[src/rtl/sbus_mem_ctl.sv]
// sbus_mem_ctl: two-requester SBUS memory read controller.
// Arbitrates round-robin between two requesters, issues one SBUS start per
// transfer, collects up to four words of a quadword and returns them with
// per-requester strobes. One transfer is outstanding at a time.
//
// Build option: define SBUS_MEM_CTL_NXM_EN to enable nonexistent-memory
// detection (missing ACKN/VALID on a requested word aborts with ERR=10).
// Without it a missing word is skipped silently.
//
// Ports:
//   clk                  system clock, all state on posedge
//   CROBAR_N             synchronous active-low reset
//   REQ[0:1]             per-requester request, held until GNT
//   REQ_ADR0/1[14:35]    requester word address, [34:35] = start offset
//   REQ_RQ0/1[0:3]       requester word mask relative to start offset
//   GNT[0:1]             one-cycle acceptance pulse
//   START, ADR, RQ       SBUS start strobe with address and mask
//   ACKN, VALID, D, PARITY  memory acknowledge, data strobe, data, parity
//   RD_DATA, RD_WO       last delivered word and its word offset
//   RD_VALID[0:1]        per-requester delivery strobe
//   DONE[0:1], ERR[0:1]  end-of-transfer pulse and its error code
//   BUSY                 controller not idle
module sbus_mem_ctl (
  input  logic         clk,
  input  logic         CROBAR_N,
  input  logic [0:1]   REQ,
  input  logic [14:35] REQ_ADR0,
  input  logic [14:35] REQ_ADR1,
  input  logic [0:3]   REQ_RQ0,
  input  logic [0:3]   REQ_RQ1,
  output logic [0:1]   GNT,
  output logic         START,
  output logic [14:35] ADR,
  output logic [0:3]   RQ,
  input  logic         ACKN,
  input  logic         VALID,
  input  logic [0:35]  D,
  input  logic         PARITY,
  output logic [0:35]  RD_DATA,
  output logic [34:35] RD_WO,
  output logic [0:1]   RD_VALID,
  output logic [0:1]   DONE,
  output logic [0:1]   ERR,
  output logic         BUSY
);

  localparam int unsigned WO_W = 2;

  typedef enum logic [1:0] {
    S_IDLE  = 2'd0,
    S_ISSUE = 2'd1,
    S_XFER  = 2'd2,
    S_FIN   = 2'd3
  } state_t;

  // Transfer state
  state_t            state, state_nxt;
  logic [WO_W-1:0]   k, k_nxt;
  logic              win, win_nxt;
  logic              last, last_nxt;
  logic [0:3]        rq_l, rq_l_nxt;
  logic [WO_W-1:0]   base, base_nxt;
  logic              par_err, par_nxt;
  logic              nxm_err, nxm_nxt;

  // Next values of the registered outputs
  logic [0:1]        gnt_nxt;
  logic              start_nxt;
  logic [14:35]      adr_nxt;
  logic [0:3]        rq_nxt;
  logic [0:35]       rd_data_nxt;
  logic [34:35]      rd_wo_nxt;
  logic [0:1]        rd_valid_nxt;
  logic [0:1]        done_nxt;
  logic [0:1]        err_nxt;
  logic              busy_nxt;

  // Combinational helpers
  logic              arb_win;
  logic [14:35]      sel_adr;
  logic [0:3]        sel_rq;
  logic [0:1]        win_oh;
  logic              more;
  logic              word_ok;

  // Round-robin pick: on a tie the requester not granted last wins.
  always_comb begin
    if (REQ[0] && REQ[1]) arb_win = ~last;
    else                  arb_win = REQ[1];
  end

  assign sel_adr = arb_win ? REQ_ADR1 : REQ_ADR0;
  assign sel_rq  = arb_win ? REQ_RQ1  : REQ_RQ0;
  assign win_oh  = win ? 2'b01 : 2'b10;

  // Any requested word still ahead of the current slot.
  always_comb begin
    case (k)
      2'd0:    more = |rq_l[1:3];
      2'd1:    more = |rq_l[2:3];
      2'd2:    more = rq_l[3];
      default: more = 1'b0;
    endcase
  end

`ifndef SBUS_MEM_CTL_NXM_EN
  // ACKN only matters for nonexistent-memory detection.
  logic unused_ackn;
  assign unused_ackn = ACKN;
`endif

  // Next-state and registered-output values.
  always_comb begin
    state_nxt    = state;
    k_nxt        = k;
    win_nxt      = win;
    last_nxt     = last;
    rq_l_nxt     = rq_l;
    base_nxt     = base;
    par_nxt      = par_err;
    nxm_nxt      = nxm_err;
    gnt_nxt      = 2'b00;
    start_nxt    = 1'b0;
    adr_nxt      = '0;
    rq_nxt       = 4'b0000;
    rd_data_nxt  = RD_DATA;
    rd_wo_nxt    = RD_WO;
    rd_valid_nxt = 2'b00;
    done_nxt     = 2'b00;
    err_nxt      = 2'b00;
    word_ok      = 1'b0;

    case (state)
      S_IDLE: begin
        if (|REQ) begin
          win_nxt   = arb_win;
          last_nxt  = arb_win;
          rq_l_nxt  = sel_rq;
          base_nxt  = sel_adr[34:35];
          par_nxt   = 1'b0;
          nxm_nxt   = 1'b0;
          k_nxt     = '0;
          // Outputs register on entry so they are visible during ISSUE.
          gnt_nxt   = arb_win ? 2'b01 : 2'b10;
          start_nxt = |sel_rq;
          if (|sel_rq) begin
            adr_nxt = sel_adr;
            rq_nxt  = sel_rq;
          end
          state_nxt = S_ISSUE;
        end
      end

      S_ISSUE: begin
        k_nxt = '0;
        if (rq_l == 4'b0000) state_nxt = S_FIN;
        else                 state_nxt = S_XFER;
      end

      S_XFER: begin
        if (rq_l[k]) begin
`ifdef SBUS_MEM_CTL_NXM_EN
          word_ok = ACKN && VALID;
          if (!word_ok) nxm_nxt = 1'b1;
`else
          word_ok = VALID;
`endif
          if (word_ok) begin
            rd_data_nxt  = D;
            rd_wo_nxt    = base + k;
            rd_valid_nxt = win_oh;
            if (PARITY != ^D) par_nxt = 1'b1;
          end
        end
        if (nxm_nxt || !more) state_nxt = S_FIN;
        else                  k_nxt     = k + WO_W'(1);
      end

      S_FIN: begin
        state_nxt = S_IDLE;
      end

      default: begin
        state_nxt = S_IDLE;
      end
    endcase

    // DONE/ERR register on entry to FIN; NXM outranks parity.
    if ((state_nxt == S_FIN) && (state != S_FIN)) begin
      done_nxt = win_oh;
      if (nxm_nxt)      err_nxt = 2'b10;
      else if (par_nxt) err_nxt = 2'b01;
      else              err_nxt = 2'b00;
    end

    busy_nxt = (state_nxt != S_IDLE);
  end

  // State and output registers.
  always_ff @(posedge clk) begin
    if (!CROBAR_N) begin
      state    <= S_IDLE;
      k        <= '0;
      win      <= 1'b0;
      last     <= 1'b1;
      rq_l     <= 4'b0000;
      base     <= '0;
      par_err  <= 1'b0;
      nxm_err  <= 1'b0;
      GNT      <= 2'b00;
      START    <= 1'b0;
      ADR      <= '0;
      RQ       <= 4'b0000;
      RD_DATA  <= '0;
      RD_WO    <= 2'b00;
      RD_VALID <= 2'b00;
      DONE     <= 2'b00;
      ERR      <= 2'b00;
      BUSY     <= 1'b0;
    end else begin
      state    <= state_nxt;
      k        <= k_nxt;
      win      <= win_nxt;
      last     <= last_nxt;
      rq_l     <= rq_l_nxt;
      base     <= base_nxt;
      par_err  <= par_nxt;
      nxm_err  <= nxm_nxt;
      GNT      <= gnt_nxt;
      START    <= start_nxt;
      ADR      <= adr_nxt;
      RQ       <= rq_nxt;
      RD_DATA  <= rd_data_nxt;
      RD_WO    <= rd_wo_nxt;
      RD_VALID <= rd_valid_nxt;
      DONE     <= done_nxt;
      ERR      <= err_nxt;
      BUSY     <= busy_nxt;
    end
  end

endmodule

[config.mk]
export PLATFORM = sky130hd
export DESIGN_NAME = sbus_mem_ctl
export DESIGN_NICKNAME = d
export VERILOG_FILES = /design/src/rtl/sbus_mem_ctl.sv
export SDC_FILE = /design/constraint.sdc
export NUM_CORES = 1
export LEC_CHECK = 0
export ABC_AREA = 0
export CORE_AREA = 2 2 93 95
export DETAILED_ROUTE_END_ITERATION = 8
export DIE_AREA = 0 0 95 97
export DONT_BUFFER_PORTS = 1
export MAX_ROUTING_LAYER = met4
export RECOVER_POWER = 100
export SLEW_MARGIN = 30
export SYNTH_ARGS = -nofsm -noshare
export SYNTH_HDL_FRONTEND = slang
export SYNTH_SLANG_ARGS = --single-unit
[constraint.sdc]
create_clock -name clk -period 2.83 [get_ports clk]
set_input_delay 0.4245 -clock clk [delete_from_list [all_inputs] [get_ports clk]]
set_output_delay 0.4245 -clock clk [all_outputs]
set_load 0.01 [all_outputs]
==> impl_metrics.json <==
{
  "status": "finished clean",
  "switchingPower_mw": 1.04,
  "power_density_nw_per_um2": 815,
  "antenna_left": 0,
  "synth_enable_flop_cells": 0,
  "layout.nets": 525,
  "drt_iter0_drc": 119,
  "clkTransAtPathRegs_ns": 0.08,
  "worst_slew_pin_slew_ns": 0.979,
  "p_seq_frac": 0.490,
  "arrival_ns": 2.64,
  "numCtsBuffers": 9,
  "clock_power_share": 0.263,
  "io_buffers": 0,
  "drt-total-wl_um": 8140,
  "netlist_area_um2": 3630,
  "synth_ff_type": "dfxtp_1",
  "fp-row-count": 33,
  "drc": 0,
  "die_area_um2": 9220,
  "hold_buffers": 0,
  "cts_setup_buffers": 0,
  "grt_pass1_vias": 2718,
  "max_slew_margin": 0.347,
  "die_y_um": 97,
  "syn_nets": 529,
  "yosys.area_share.simple": 0.194,
  "antenna_found_initial": 0,
  "fin_util": 0.481,
  "layout_min_cycle_time_ns": 2.35,
  "worst_setup_path_end_kind": "flip-flop",
  "place.gp.congestion": 0.759,
  "switching_share": 0.327,
  "post_cts_resized": 0,
  "synth-seq-cells": 88,
  "clock_skew_ns": 0.00835,
  "overflow": 0,
  "p_total_mw": 3.19,
  "root_buffer": "clkbuf_8",
  "ys_seq_area_frac": 0.485,
  "track_usage": 0.179,
  "grt_max_degree": 31,
  "max_cap_viol_count": 0,
  "multi_input_area_um2": 1750,
  "syn_avg_cell_area_um2": 8.54,
  "timing_worst_setup_path_type": "flip-flop to flip-flop",
  "rsz0062_at_grt": "no",
  "tritoncts": "done",
  "crit_path_max_fanout": 8,
  "final-setup-viol-count": 0,
  "synth-adder-area-share": 0.0310,
  "dr.pass1.iters": 4,
  "hold_class": "primary input to flip-flop",
  "synth_mux_area_frac": 0.0238,
  "seqCellArea_um2": 1760,
  "async_flop_share": 0,
  "rrSetupSlack_ns": 0.48,
  "synth-compound-area-share": 0.131,
  "p_leak_nw": 1.48,
  "whs_path_depth": 1,
  "fin_crit_sh": 0.832,
  "grt_pass1_wl_um": 12600,
  "worst_r2r_path_depth": 8,
  "power_frac_comb": 0.247,
  "n_antenna_cell": 0,
  "critPathLaunchType": "flip-flop",
  "max_freq_ghz": 0.425,
  "holdPathEnd": "last$_SDFFE_PN1P_",
  "core_area_um2": 8130,
  "clock_path_buffers": 2,
  "wl_per_cell_um": 15.3,
  "boundaryPins": 169,
  "syn_to_final_growth_pct": 7.72,
  "dpl.hpwl_um": 6010,
  "start_util": 0.446,
  "htree_num_levels": 3,
  "worstPathRequired_ns": 3.11,
  "final.setup.tns_ns": 0,
  "vias": 2762,
  "insertion_delay_ns": 0.35,
  "r2r-end": "ERR[0]$_SDFF_PN0_",
  "drv_slew": 0,
  "internal-power_mw": 2.15,
  "synth_cells": 425,
  "numClockSinks": 88,
  "yosysWarningCount": 0,
  "vdd_drop_max_mv": 0.279,
  "die_w_um": 95,
  "vias_per_cell": 5.20,
  "synth_top_family_by_area": "simple AND/OR/NAND/NOR gates",
  "synthDistinctLibCells": 39,
  "hold_violations": 0,
  "hp-start": "CROBAR_N",
  "num-fill-cells": 800,
  "rr_startpoint": "k[1]$_SDFFE_PN0P_",
  "drive_gt1_frac": 0.0634,
  "synthXorXnorAreaFrac": 0.103
}
-- layer usage --
layer / vias to the layer above / global-route usage / share of wire
met1: 1256 / 0.203 / 0.42
li1: 1390 / - / -
met3: 12 / 0.0514 / 0.083
met4: 0 / 0.0691 / 0.017
met5: - / - / 0
met2: 104 / 0.296 / 0.48
-- cell usage in the layout, fill, tap and decap left out, types with 6 or more instances in the layout --
cell / count
nand2_1: 129
dfxtp_1: 88
a21oi_1: 63
xnor2_1: 23
nor2_1: 22
ha_1: 9
clkbuf_8: 9
inv_1: 8
mux2i_1: 6
nor3_1: 6
-- layout make-up --
cell class,count,area share
inverter,8,0.00768
clock inverter,5,0.0147
clock buffer,11,0.0336
tap,105,0.0336
timing repair buffer,7,0.0118
sequential,88,0.451
multi-input combinational,307,0.448
-- worst max-delay path by stage --
stage | start | endpoint | slack, ns | cells after the start
detailed placement | state[0]$_SDFF_PN0_ | ERR[1]$_SDFF_PP0_ | 0.62 | 8
global route | state[0]$_SDFF_PN0_ | ERR[1]$_SDFF_PP0_ | 0.24 | 8
floorplan | state[0]$_SDFF_PN0_ | ERR[1]$_SDFF_PP0_ | 0.91 | 8
finish | k[1]$_SDFFE_PN0P_ | ERR[0]$_SDFF_PN0_ | 0.48 | 8
CTS | state[0]$_SDFF_PN0_ | ERR[1]$_SDFF_PP0_ | 0.60 | 8
global placement | state[0]$_SDFF_PN0_ | ERR[1]$_SDFF_PP0_ | 0.72 | 8
-- sequential cells by signal (all words and copies together) (netlist names), 2 cells and up --
register and flops:
RD_WO 2, k 2, DONE 2, ERR 2, GNT 2, state 2, RD_DATA 36, RQ 4
rq_l 4, base 2, RD_VALID 2, ADR 22
-- through the flow --
| stage | setup WS (ns) | instances | cell area (um^2) | hold WS (ns) |
|---|---|---|---|---|
| after floorplan | 0.915 | 425 | 3630 | 0.427 |
| after global placement | 0.716 | 515 | 3750 | 0.464 |
| after detailed placement | 0.624 | 515 | 3750 | 0.467 |
| after CTS | 0.596 | 531 | 3940 | 0.137 |
| after global routing | 0.238 | 531 | 3910 | 0.138 |
| final | 0.476 | 531 | 3910 | 0.154 |
-- Yosys cell counts (3+ instances only) --
master / number / area share
a211oi_1: 5 / 0.010
a21oi_1: 63 / 0.087
and3_1: 3 / 0.0052
clkbuf_1: 20 / 0.021
dfxtp_1: 88 / 0.49
ha_1: 9 / 0.031
inv_1: 8 / 0.0083
mux2i_1: 6 / 0.017
nand2_1: 129 / 0.13
nor2_1: 22 / 0.023
nor3_1: 6 / 0.0083
o2111ai_1: 3 / 0.0072
xnor2_1: 23 / 0.055
xnor3_1: 4 / 0.025
xor2_1: 5 / 0.012
-- logic make-up after synthesis --
kind of cell	after synthesis
simple gates	173
flops	88
compound gates	83
xor+xnor	34
buf+inv	30
fa+ha+maj	9
mux	8
-- power by group through the flow --
stage | sequential (mW) | clock [mW] | combinational, mW
after detailed placement | 1.59 | 0 | 0.806
after floorplan | 1.56 | 0 | 0.653
after global placement | 1.59 | 0 | 0.789
after CTS | 1.57 | 0.868 | 0.810
after global routing | 1.59 | 0.922 | 0.897
final | 1.56 | 0.837 | 0.788
-- worst max-delay path: stages (launching register included) --
cell	delay, ns
dfxtp_1	0.52
inv_1	0.11
ha_1	0.21
a21oi_1	0.14
o21bai_1	0.10
a21boi_0	0.38
nor2_1	0.13
or4_1	0.57
nor2_1	0.12
Note: power is estimated with default switching activity, not from simulation.
